File: src/rtl/fifo_read_ctrl.sv
// Read-side pointer controller for a synchronous FIFO: read pointer, memory read strobe, empty/underflow flags.
// Optional FIFO_RD_OCCUPANCY_EN adds the read_count occupancy output.
module fifo_read_ctrl #(
  parameter int SIZE = 4
) (
  input  logic            clk,
  input  logic            reset,
  input  logic [SIZE-1:0] write_pointer,
  input  logic            read_enable,
  input  logic            flush,
  output logic [SIZE-1:0] read_pointer,
  output logic [SIZE-2:0] read_address,
  output logic            mem_read_enable,
  output logic            read_valid,
  output logic            empty,
`ifdef FIFO_RD_OCCUPANCY_EN
  output logic [SIZE-1:0] read_count,
`endif
  output logic            underflow
);

  logic [SIZE-1:0] read_pointer_q, read_pointer_d;
  logic            read_valid_q, read_valid_d;
  logic            underflow_q, underflow_d;
  logic            accept;

  assign empty  = (read_pointer_q == write_pointer);
  // Reset also blocks the strobe so no memory read is issued in a reset cycle.
  assign accept = read_enable && !empty && !flush && !reset;

  always_comb begin
    read_pointer_d = read_pointer_q;
    read_valid_d   = 1'b0;
    underflow_d    = underflow_q;
    if (flush) begin
      read_pointer_d = write_pointer;
      underflow_d    = 1'b0;
    end else if (accept) begin
      read_pointer_d = read_pointer_q + 1'b1;
      read_valid_d   = 1'b1;
    end else if (read_enable && empty) begin
      underflow_d    = 1'b1;
    end
  end

  always_ff @(posedge clk) begin
    if (reset) begin
      read_pointer_q <= '0;
      read_valid_q   <= 1'b0;
      underflow_q    <= 1'b0;
    end else begin
      read_pointer_q <= read_pointer_d;
      read_valid_q   <= read_valid_d;
      underflow_q    <= underflow_d;
    end
  end

  assign read_pointer    = read_pointer_q;
  assign read_address    = read_pointer_q[SIZE-2:0];
  assign mem_read_enable = accept;
  assign read_valid      = read_valid_q;
  assign underflow       = underflow_q;

`ifdef FIFO_RD_OCCUPANCY_EN
  assign read_count = write_pointer - read_pointer_q;
`endif

endmodule

File: config.mk
export PLATFORM = sky130hd
export DESIGN_NAME = fifo_read_ctrl
export DESIGN_NICKNAME = d
export VERILOG_FILES = /design/src/rtl/fifo_read_ctrl.sv
export SDC_FILE = /design/constraint.sdc
export NUM_CORES = 1
export LEC_CHECK = 0
export BUFFER_PORTS_ARGS = -buffer_cell sky130_fd_sc_hd__buf_2
export CORE_AREA = 5 5 42 44
export DETAILED_ROUTE_END_ITERATION = 10
export DIE_AREA = 0 0 47 49
export MAX_ROUTING_LAYER = met4
export PLACE_DENSITY_LB_ADDON = 0.1
export SLEW_MARGIN = 20
export SYNTH_ARGS = -nofsm -noshare
export SYNTH_HDL_FRONTEND = slang
export SYNTH_SLANG_ARGS = --single-unit
File: constraint.sdc
create_clock -name clk -period 2.2 [get_ports clk]
set_input_delay 0.11 -clock clk [delete_from_list [all_inputs] [get_ports clk]]
set_output_delay 0.11 -clock clk [all_outputs]
set_load 0.02 [all_outputs]
==> reports/results.txt, run 1 <==
PwrDens = 674 nW/um^2
FMAX = 0.636 GHz
Crit. Startpoint = read_pointer[2]$_SDFFE_PP0P_
Post-Syn Area = 354 sq um
max-cap violation count = 0
hold_ws = 0.0795 ns
placed cell areas = 427 sq um
global route overflow = 0
r2r setup slk = 0.63 ns
number of diodes = 0
met1 wire length = 348 um
Slew HR = 0.824
routed wl met3 = 105 um
CP Buf/Inv Count = 1
Synth Register Bits = 6
Iteration-0 DRC Markers = 0
CP cell instances = xnor2_1, a41o_1, nor3_1, buf_2
post-synthesis net count = 49
CP Class = reg2out
vias per cell = 4.72
core footprint = 1400 sq um
die height = 49 um
Max stage delay cell, worst path = dfxtp_1
via count of the first global-routing pass = 329
RR Endpoint = read_pointer[3]$_SDFFE_PP0P_
Starting Density = 0.253
Worst Hold Class = in2reg
Synth cell types = 19
cell taking the most area after synthesis = dfxtp_1
post-layout min period = 1.57 ns
largest net degree at the start of global routing = 9
synth top area cells = dfxtp_1, xnor2_1, buf_4, a311oi_1, nor3_1
Die Width = 47 um
CTS tree = done
Leak Pwr = 0.214 nW
clock-pin slew on the worst setup and hold paths = 0.05 ns
initial antenna violation count = 0
final hold vios = 0
row count = 14
combinational power share = 0.249
VDD IR-drop max = 0.000343 V
area of the multi-input gates = 185 sq um
Final period util = 0.715
commonest non-fill, non-tap cells in the layout = buf_2, dfxtp_1, xnor2_1, nor2_1
met2 WL = 405 um
worst flop-to-flop path startpoint = read_pointer[2]$_SDFFE_PP0P_
clk root buf = clkbuf_4
status = completed
wire length per cell = 12.1 um
register share of total power = 0.412
Synth top area share = 0.339
cells after synthesis = 40
CTS Sinks = 6
fin area = 449 sq um
Synth Warn # = 0
CP delay by family, top = flip-flops
PostCTS Resize Cnt = 0
worst slew pin tran = 0.264 ns
Worst Reg-to-Reg Cells = 4
die area = 2300 sq um
DRC = 0
setup TNS = 0 ns
RSZ-0062 raised after global routing = false
Worst setup EP type = output pin
Hold-fix buffers, CTS = 0
clk_skew = 0.00276 ns
setup bufs post-CTS = 0
All-Layer GR Usage = 0.0939
Setup Viol. Count Final = 0
Final Wtd Congestion = 0.685
sw power = 94.3 uW
post-route antenna net violation count = 0
Worst Setup EP = mem_read_enable
CP Launch Type = flop
Pwr Total = 303 uW
Clk pwr share = 0.338
H-tree depth = 1
Largest stage delay, worst path = 0.41 ns
CTS Buf Count = 3
Critical Path Fanout Max = 8
post-synthesis sequential area ratio = 0.339
commonest non-fill, non-tap cell in the layout = buf_2
flip-flop and latch area = 120 sq um
Avg Cell Area, Syn = 8.85 sq um
cell-internal power = 209 uW
Clock Tree Buf Depth = 2
detailed placer's ending HPWL = 678 um
Critical Path AT = 1.46 ns
drt pass-1 iters = 1
layout cells sized above 1 = 0.393
clk_lat worst skew = 0.24 ns
fillers = 172
switching share of power = 0.311
Critical Path RT = 2.09 ns
synth-to-layout area growth = 26.9%
Final Max Tran Viols = 0
highest routed metal layer = met4
IO Count = 19
fin nets = 67
total routed wirelength = 868 um
Worst path depth = 4
global-route wire length before repair = 1.49 mm
PortBufs = 18
total number of vias = 340
-- synth_stat cells --
library cell,instances
a211oi_1,2
a21oi_1,1
a311oi_1,2
a41o_1,1
and4_2,1
buf_1,1
buf_4,3
buf_6,1
dfxtp_1,6
ha_1,1
inv_1,3
mux2i_1,1
nand4b_1,1
nor2_1,4
nor3_1,3
o21ai_0,2
or3_1,2
xnor2_1,4
xor2_1,1
-- power by group through the flow --
stage,Sequential (mW),Clock [mW],Combinational (mW)
after floorplan,0.135,0,0.0498
after global placement,0.127,0,0.0774
after detailed placement,0.127,0,0.0766
after CTS,0.125,0.110,0.0770
after global routing,0.127,0.120,0.0851
final,0.125,0.102,0.0755
-- kinds of logic after synthesis --
| family | count (synthesis) | share of synthesized area |
|---|---|---|
| flops | 6 | 0.339 |
| buf+inv | 8 | 0.138 |
| xor+xnor | 5 | 0.124 |
| simple gates | 11 | 0.173 |
| compound gates | 8 | 0.163 |
| mux | 1 | 0.0283 |
| fa+ha+maj | 1 | 0.0353 |
-- stage by stage --
step                utilization  cells  worst slack [ns]
global placement          0.304     69             0.600
detailed placement        0.304     69             0.598
global route              0.321     72             0.425
floorplan                     -     40             0.568
CTS                       0.321     72             0.578
finish                    0.321     72             0.627
-- sequential cells by signal, summed over array words and instances, names as in the netlist --
name	flops
read_valid	1
underflow	1
read_pointer	4
-- metal layers --
layer / GRT usage / vias up
li1: - / 173
met1: 0.110 / 152
met2: 0.129 / 13
met3: 0.0627 / 2
met4: 0.0276 / 0
met5: - / -
-- worst min path at each step --
stage / from / endpoint / slack [ns] / cells past startpoint
finish: flush / read_valid$_SDFF_PP0_ / 0.08 / 2
CTS: flush / read_valid$_SDFF_PP0_ / 0.07 / 2
global placement: flush / underflow$_SDFFE_PP0P_ / 0.33 / 2
detailed placement: flush / read_valid$_SDFF_PP0_ / 0.33 / 2
global route: flush / underflow$_SDFFE_PP0P_ / 0.07 / 2
floorplan: flush / read_valid$_SDFF_PP0_ / 0.19 / 1
-- area by class of cell --
class	instances	share of cell area
Timing Repair Buffer	18	0.201
Inverter	3	0.0251
Clock buffer	3	0.0501
Tap cell	16	0.0446
Multi-Input combinational cell	26	0.412
Sequential cell	6	0.267
Note: power is estimated with default switching activity, not from simulation.
==> run 2, diff against run 1 <==
==> constraint.sdc (replaced) <==
create_clock -name clk -period 1.6 [get_ports clk]
set_input_delay 0.08 -clock clk [delete_from_list [all_inputs] [get_ports clk]]
set_output_delay 0.08 -clock clk [all_outputs]
set_load 0.02 [all_outputs]
==> run 2 against run 1 <==
Net effect:
- register-to-register slack got worse by 0.51 ns
- largest cell class unchanged
- sequential power grew 34%
- via count grew 0.88%
- critical endpoint is now read_pointer[3]$_SDFFE_PP0P_
- critical path type is now reg2reg
- sequential cell count unchanged
- clock power grew 39%
==> reports/results.txt, run 2 (same netlist as run 1, synthesis figures left out) <==
status = completed
wire length per cell = 11.6 um
r2r setup slk = 0.12 ns
final hold vios = 0
Final Wtd Congestion = 0.663
WHS Endpoint = read_valid$_SDFF_PP0_
DRC = 0
Clock Tree Buf Depth = 2
clk_skew = 0.00242 ns
core footprint = 1400 sq um
vias per cell = 4.45
CTS Sinks = 6
initial antenna violation count = 0
Util after Layout = 0.349
post-layout min period = 1.48 ns
clk_lat worst skew = 0.24 ns
post-route antenna net violation count = 0
Critical Path AT = 1.63 ns
Setup Viol. Count Final = 0
H-tree depth = 1
Largest stage delay, worst path = 0.36 ns
total routed wirelength = 894 um
Critical Path RT = 1.75 ns
Critical Path Fanout Max = 7
synth-to-layout area growth = 38.2%
Starting Density = 0.253
setup TNS = 0 ns
detailed placer's ending HPWL = 718 um
CTS tree = done
Final Max Tran Viols = 0
RSZ-0062 raised after global routing = false
clk root buf = clkbuf_4
IO Count = 19
RR Endpoint = read_pointer[3]$_SDFFE_PP0P_
clock-pin slew on the worst setup and hold paths = 0.05 ns
die height = 49 um
row count = 14
CP Class = reg2reg
Pwr Total = 434 uW
CP cell instances = xnor2_1, a41o_1, or3_1, a311oi_1
Worst Hold Path Cells = 2
Worst setup EP type = flop
Leak Pwr = 0.240 nW
Iteration-0 DRC Markers = 4
Worst Hold Class = in2reg
Final WS setup = 0.121 ns
fin nets = 72
global route overflow = 0
Final period util = 0.925
Hold Startpoint = flush
Slew HR = 0.838
setup bufs post-CTS = 0
Place WS = 0.111 ns
PwrDens = 888 nW/um^2
CTS Buf Count = 3
hold_ws = 0.0417 ns
VDD IR-drop max = 0.000397 V
largest net degree at the start of global routing = 9
FMAX = 0.676 GHz
layout cells sized above 1 = 0.475
via count of the first global-routing pass = 353
die area = 2300 sq um
worst slew pin tran = 0.243 ns
Max stage delay cell, worst path = or3_1
Hold-fix buffers, CTS = 0
commonest non-fill, non-tap cells in the layout = buf_2, buf_4, xnor2_1, nor2_1, dfxtp_1
total number of vias = 343
PortBufs = 18
PostCTS Resize Cnt = 0
drt pass-1 iters = 3
max-cap violation count = 0
max FFs per register = 4
global-route wire length before repair = 1.42 mm
Die Width = 47 um
worst flop-to-flop path startpoint = read_pointer[1]$_SDFFE_PP0P_
CP Launch Type = flop
Worst Reg-to-Reg Cells = 4
All-Layer GR Usage = 0.0910
number of diodes = 0
commonest non-fill, non-tap cell in the layout = buf_2
==> run 2: cell types whose count changed in the layout (fill, tap and decap cells not counted), sizes merged <==
| cell | before | now |
|---|---|---|
| buf | 18 | 23 |
==> run 2: per-layer routing <==
layer  vias up  global-route usage  part of all wire  wire [um]
met3         2              0.0443             0.082         73
met1       148               0.101              0.47        420
met2        11               0.127              0.44        391
li1        182                   -                 -          -
met5         -                   -                 0          0
met4         0              0.0553            0.0089          8
==> run 2: final cells by class <==
cell class / count / area (sq um)
flip-flops and latches: 6 / 123
multi-input cells: 26 / 185
clock buffers: 3 / 22.5
inverters: 3 / 11.3
fillers: 161 / 912
repair buffers: 23 / 128
well taps: 16 / 20.0
==> run 2: worst max path at each step <==
stage                                 startpoint                           end  slack [ns]  depth (start not counted)
floorplan           read_pointer[1]$_SDFFE_PP0P_  read_pointer[3]$_SDFFE_PP0P_        0.02                          5
global route        read_pointer[1]$_SDFFE_PP0P_  read_pointer[3]$_SDFFE_PP0P_       0.002                          4
finish              read_pointer[1]$_SDFFE_PP0P_  read_pointer[3]$_SDFFE_PP0P_        0.12                          4
detailed placement  read_pointer[2]$_SDFFE_PP0P_  read_pointer[3]$_SDFFE_PP0P_        0.11                          4
CTS                 read_pointer[2]$_SDFFE_PP0P_  read_pointer[3]$_SDFFE_PP0P_         0.1                          4
global placement    read_pointer[2]$_SDFFE_PP0P_  read_pointer[3]$_SDFFE_PP0P_        0.13                          4
==> run 2: power by group <==
group,internal [mW],total [mW],leakage (nW),switching (mW)
clock,0.0850,0.142,0.0138,0.0566
combinational,0.0545,0.125,0.176,0.0704
sequential,0.161,0.168,0.0501,0.00730
==> run 2: per-stage QoR <==
stage          area [sq um]  instances
4_1_cts                 482         76
2_1_floorplan           357         40
6_report                489         77
5_1_grt                 489         77
3_5_place_dp            459         73
3_3_place_gp            459         73
==> run 2: critical path, delay by kind of cell (launching register included) <==
| kind | cells | cell delay [ns] |
|---|---|---|
| simple gates | 1 | 0.36 |
| compound gates | 2 | 0.57 |
| xor+xnor | 1 | 0.14 |
| flops | 1 | 0.31 |
==> run 3, diff against run 2 <==
--- a/config.mk
+++ b/config.mk
@@ -9,6 +9,7 @@
 export CORE_AREA = 5 5 42 44
 export DETAILED_ROUTE_END_ITERATION = 10
 export DIE_AREA = 0 0 47 49
+export GPL_TIMING_DRIVEN = 0
 export MAX_ROUTING_LAYER = met4
 export PLACE_DENSITY_LB_ADDON = 0.1
 export SLEW_MARGIN = 20
==> run 3 against run 2 <==
Net effect:
- sequential cell count stayed put
- die area stayed put
- total power is 2.7% higher
- non-clock buffer count is 1 higher
- global-route usage is 0.57 points higher
- worst setup slack worse by 0.037 ns
- sequential share of layout area hardly changed
- highest routed layer unchanged
==> reports/results.txt, run 3 (same netlist as run 1, synthesis figures left out) <==
Starting Density = 0.253
CP Class = reg2reg
global-route wire length before repair = 1.42 mm
FMAX = 0.659 GHz
drt pass-1 iters = 2
Final Wtd Congestion = 0.660
Iteration-0 DRC Markers = 1
PwrDens = 843 nW/um^2
All-Layer GR Usage = 0.0968
Hold-fix buffers, CTS = 0
synth-to-layout area growth = 49.5%
final hold vios = 0
Worst Hold Class = in2reg
placed cell areas = 462 sq um
die height = 49 um
CTS Buf Count = 3
Critical Path Fanout Max = 8
CTS tree = done
total number of vias = 368
die area = 2300 sq um
WHS Endpoint = underflow$_SDFFE_PP0P_
PortBufs = 17
VDD IR-drop max = 0.000222 V
Worst setup EP type = flop
commonest non-fill, non-tap cell in the layout = buf_2
wire length per cell = 11.9 um
commonest non-fill, non-tap cells in the layout = buf_2, buf_4, nor2_1
row count = 14
Layout Cells excl Fill = 78
largest net degree at the start of global routing = 9
worst flop-to-flop path startpoint = read_pointer[3]$_SDFFE_PP0P_
clk_lat worst skew = 0.25 ns
Hold Startpoint = flush
total routed wirelength = 927 um
Die Width = 47 um
status = completed
Pwr Total = 446 uW
Final Max Tran Viols = 0
max FFs per register = 4
Leak Pwr = 0.257 nW
CP Launch Type = flop
Setup Viol. Count Final = 0
clk root buf = clkbuf_4
r2r setup slk = 0.08 ns
Clock Tree Buf Depth = 2
detailed placer's ending HPWL = 682 um
global route overflow = 0
RSZ-0062 raised after global routing = false
post-layout min period = 1.52 ns
Util after Layout = 0.378
Slew HR = 0.748
RR Endpoint = read_pointer[2]$_SDFFE_PP0P_
CTS Sinks = 6
Final period util = 0.948
layout cells sized above 1 = 0.548
GR Util met3 = 0.0701
DRC = 0
IO Count = 19
Critical Path AT = 1.66 ns
worst slew pin tran = 0.378 ns
most used routing layer = met2
post-route antenna net violation count = 0
clk_skew = 0.00792 ns
H-tree depth = 1
via count of the first global-routing pass = 309
fin area = 529 sq um
initial antenna violation count = 0
core footprint = 1400 sq um
grt met1 use = 0.108
clock-pin slew on the worst setup and hold paths = 0.05 ns
met2 usage = 0.115
Worst Hold Path Cells = 2
vias per cell = 4.72
Worst Reg-to-Reg Cells = 5
number of diodes = 0
Critical Path RT = 1.74 ns
fin nets = 73
setup TNS = 0 ns
placed insts = 73
max-cap violation count = 0
[run 3: cell types whose count changed in the layout (fill, tap and decap cells not counted), sizes merged]
cell  before  now
buf       23   24
[run 3: how the worst max path moves through the flow]
| stage | start | end | cells past startpoint |
|---|---|---|---|
| floorplan | read_pointer[1]$_SDFFE_PP0P_ | read_pointer[3]$_SDFFE_PP0P_ | 5 |
| global placement | read_pointer[2]$_SDFFE_PP0P_ | read_pointer[3]$_SDFFE_PP0P_ | 5 |
| detailed placement | read_pointer[2]$_SDFFE_PP0P_ | read_pointer[3]$_SDFFE_PP0P_ | 5 |
| CTS | read_pointer[1]$_SDFFE_PP0P_ | read_pointer[3]$_SDFFE_PP0P_ | 5 |
| global route | read_pointer[3]$_SDFFE_PP0P_ | read_pointer[2]$_SDFFE_PP0P_ | 5 |
| finish | read_pointer[3]$_SDFFE_PP0P_ | read_pointer[2]$_SDFFE_PP0P_ | 5 |
[run 3: where the power goes]
| part | switching (mW) | leakage (nW) | total [mW] | internal [mW] |
|---|---|---|---|---|
| logic | 0.0698 | 0.192 | 0.132 | 0.0617 |
| registers | 0.0112 | 0.0516 | 0.171 | 0.160 |
| clock network | 0.0585 | 0.0138 | 0.144 | 0.0851 |
[run 3: repair_timing]
item                                    in CTS  in global routing
endpoints found under the setup margin       0                  3
resized for setup                            0                  8
setup buffers                                0                  2
[run 3: stage by stage]
stage / hold WS, ns / setup WS (ns)
floorplan: 0.158 / 0.0172
global placement: 0.297 / 0.0683
detailed placement: 0.297 / 0.0780
CTS: 0.0365 / 0.0661
global route: 0.0573 / 0.00824
finish: 0.0596 / 0.0836
[run 3: final cells by class]
class / instances / area, sq um
multi-input cells: 26 / 205
inverters: 3 / 11.3
well taps: 16 / 20.0
clock buffers: 3 / 22.5
plain buffers: 5 / 37.5
flip-flops and latches: 6 / 133
repair buffers: 19 / 100
fillers: 164 / 872
[run 3: per-layer routing]
metal	part of all wire	up-vias
li1	-	185
met1	0.39	167
met2	0.49	14
met3	0.10	2
met4	0.013	0
met5	0	-
[run 3: critical path, cell delays in order, from the launching register on]
cell and delay, ns:
dfxtp_2 0.34, xnor2_2 0.14, a41o_1 0.24, buf_6 0.14, or3_1 0.30, a311oi_1 0.26
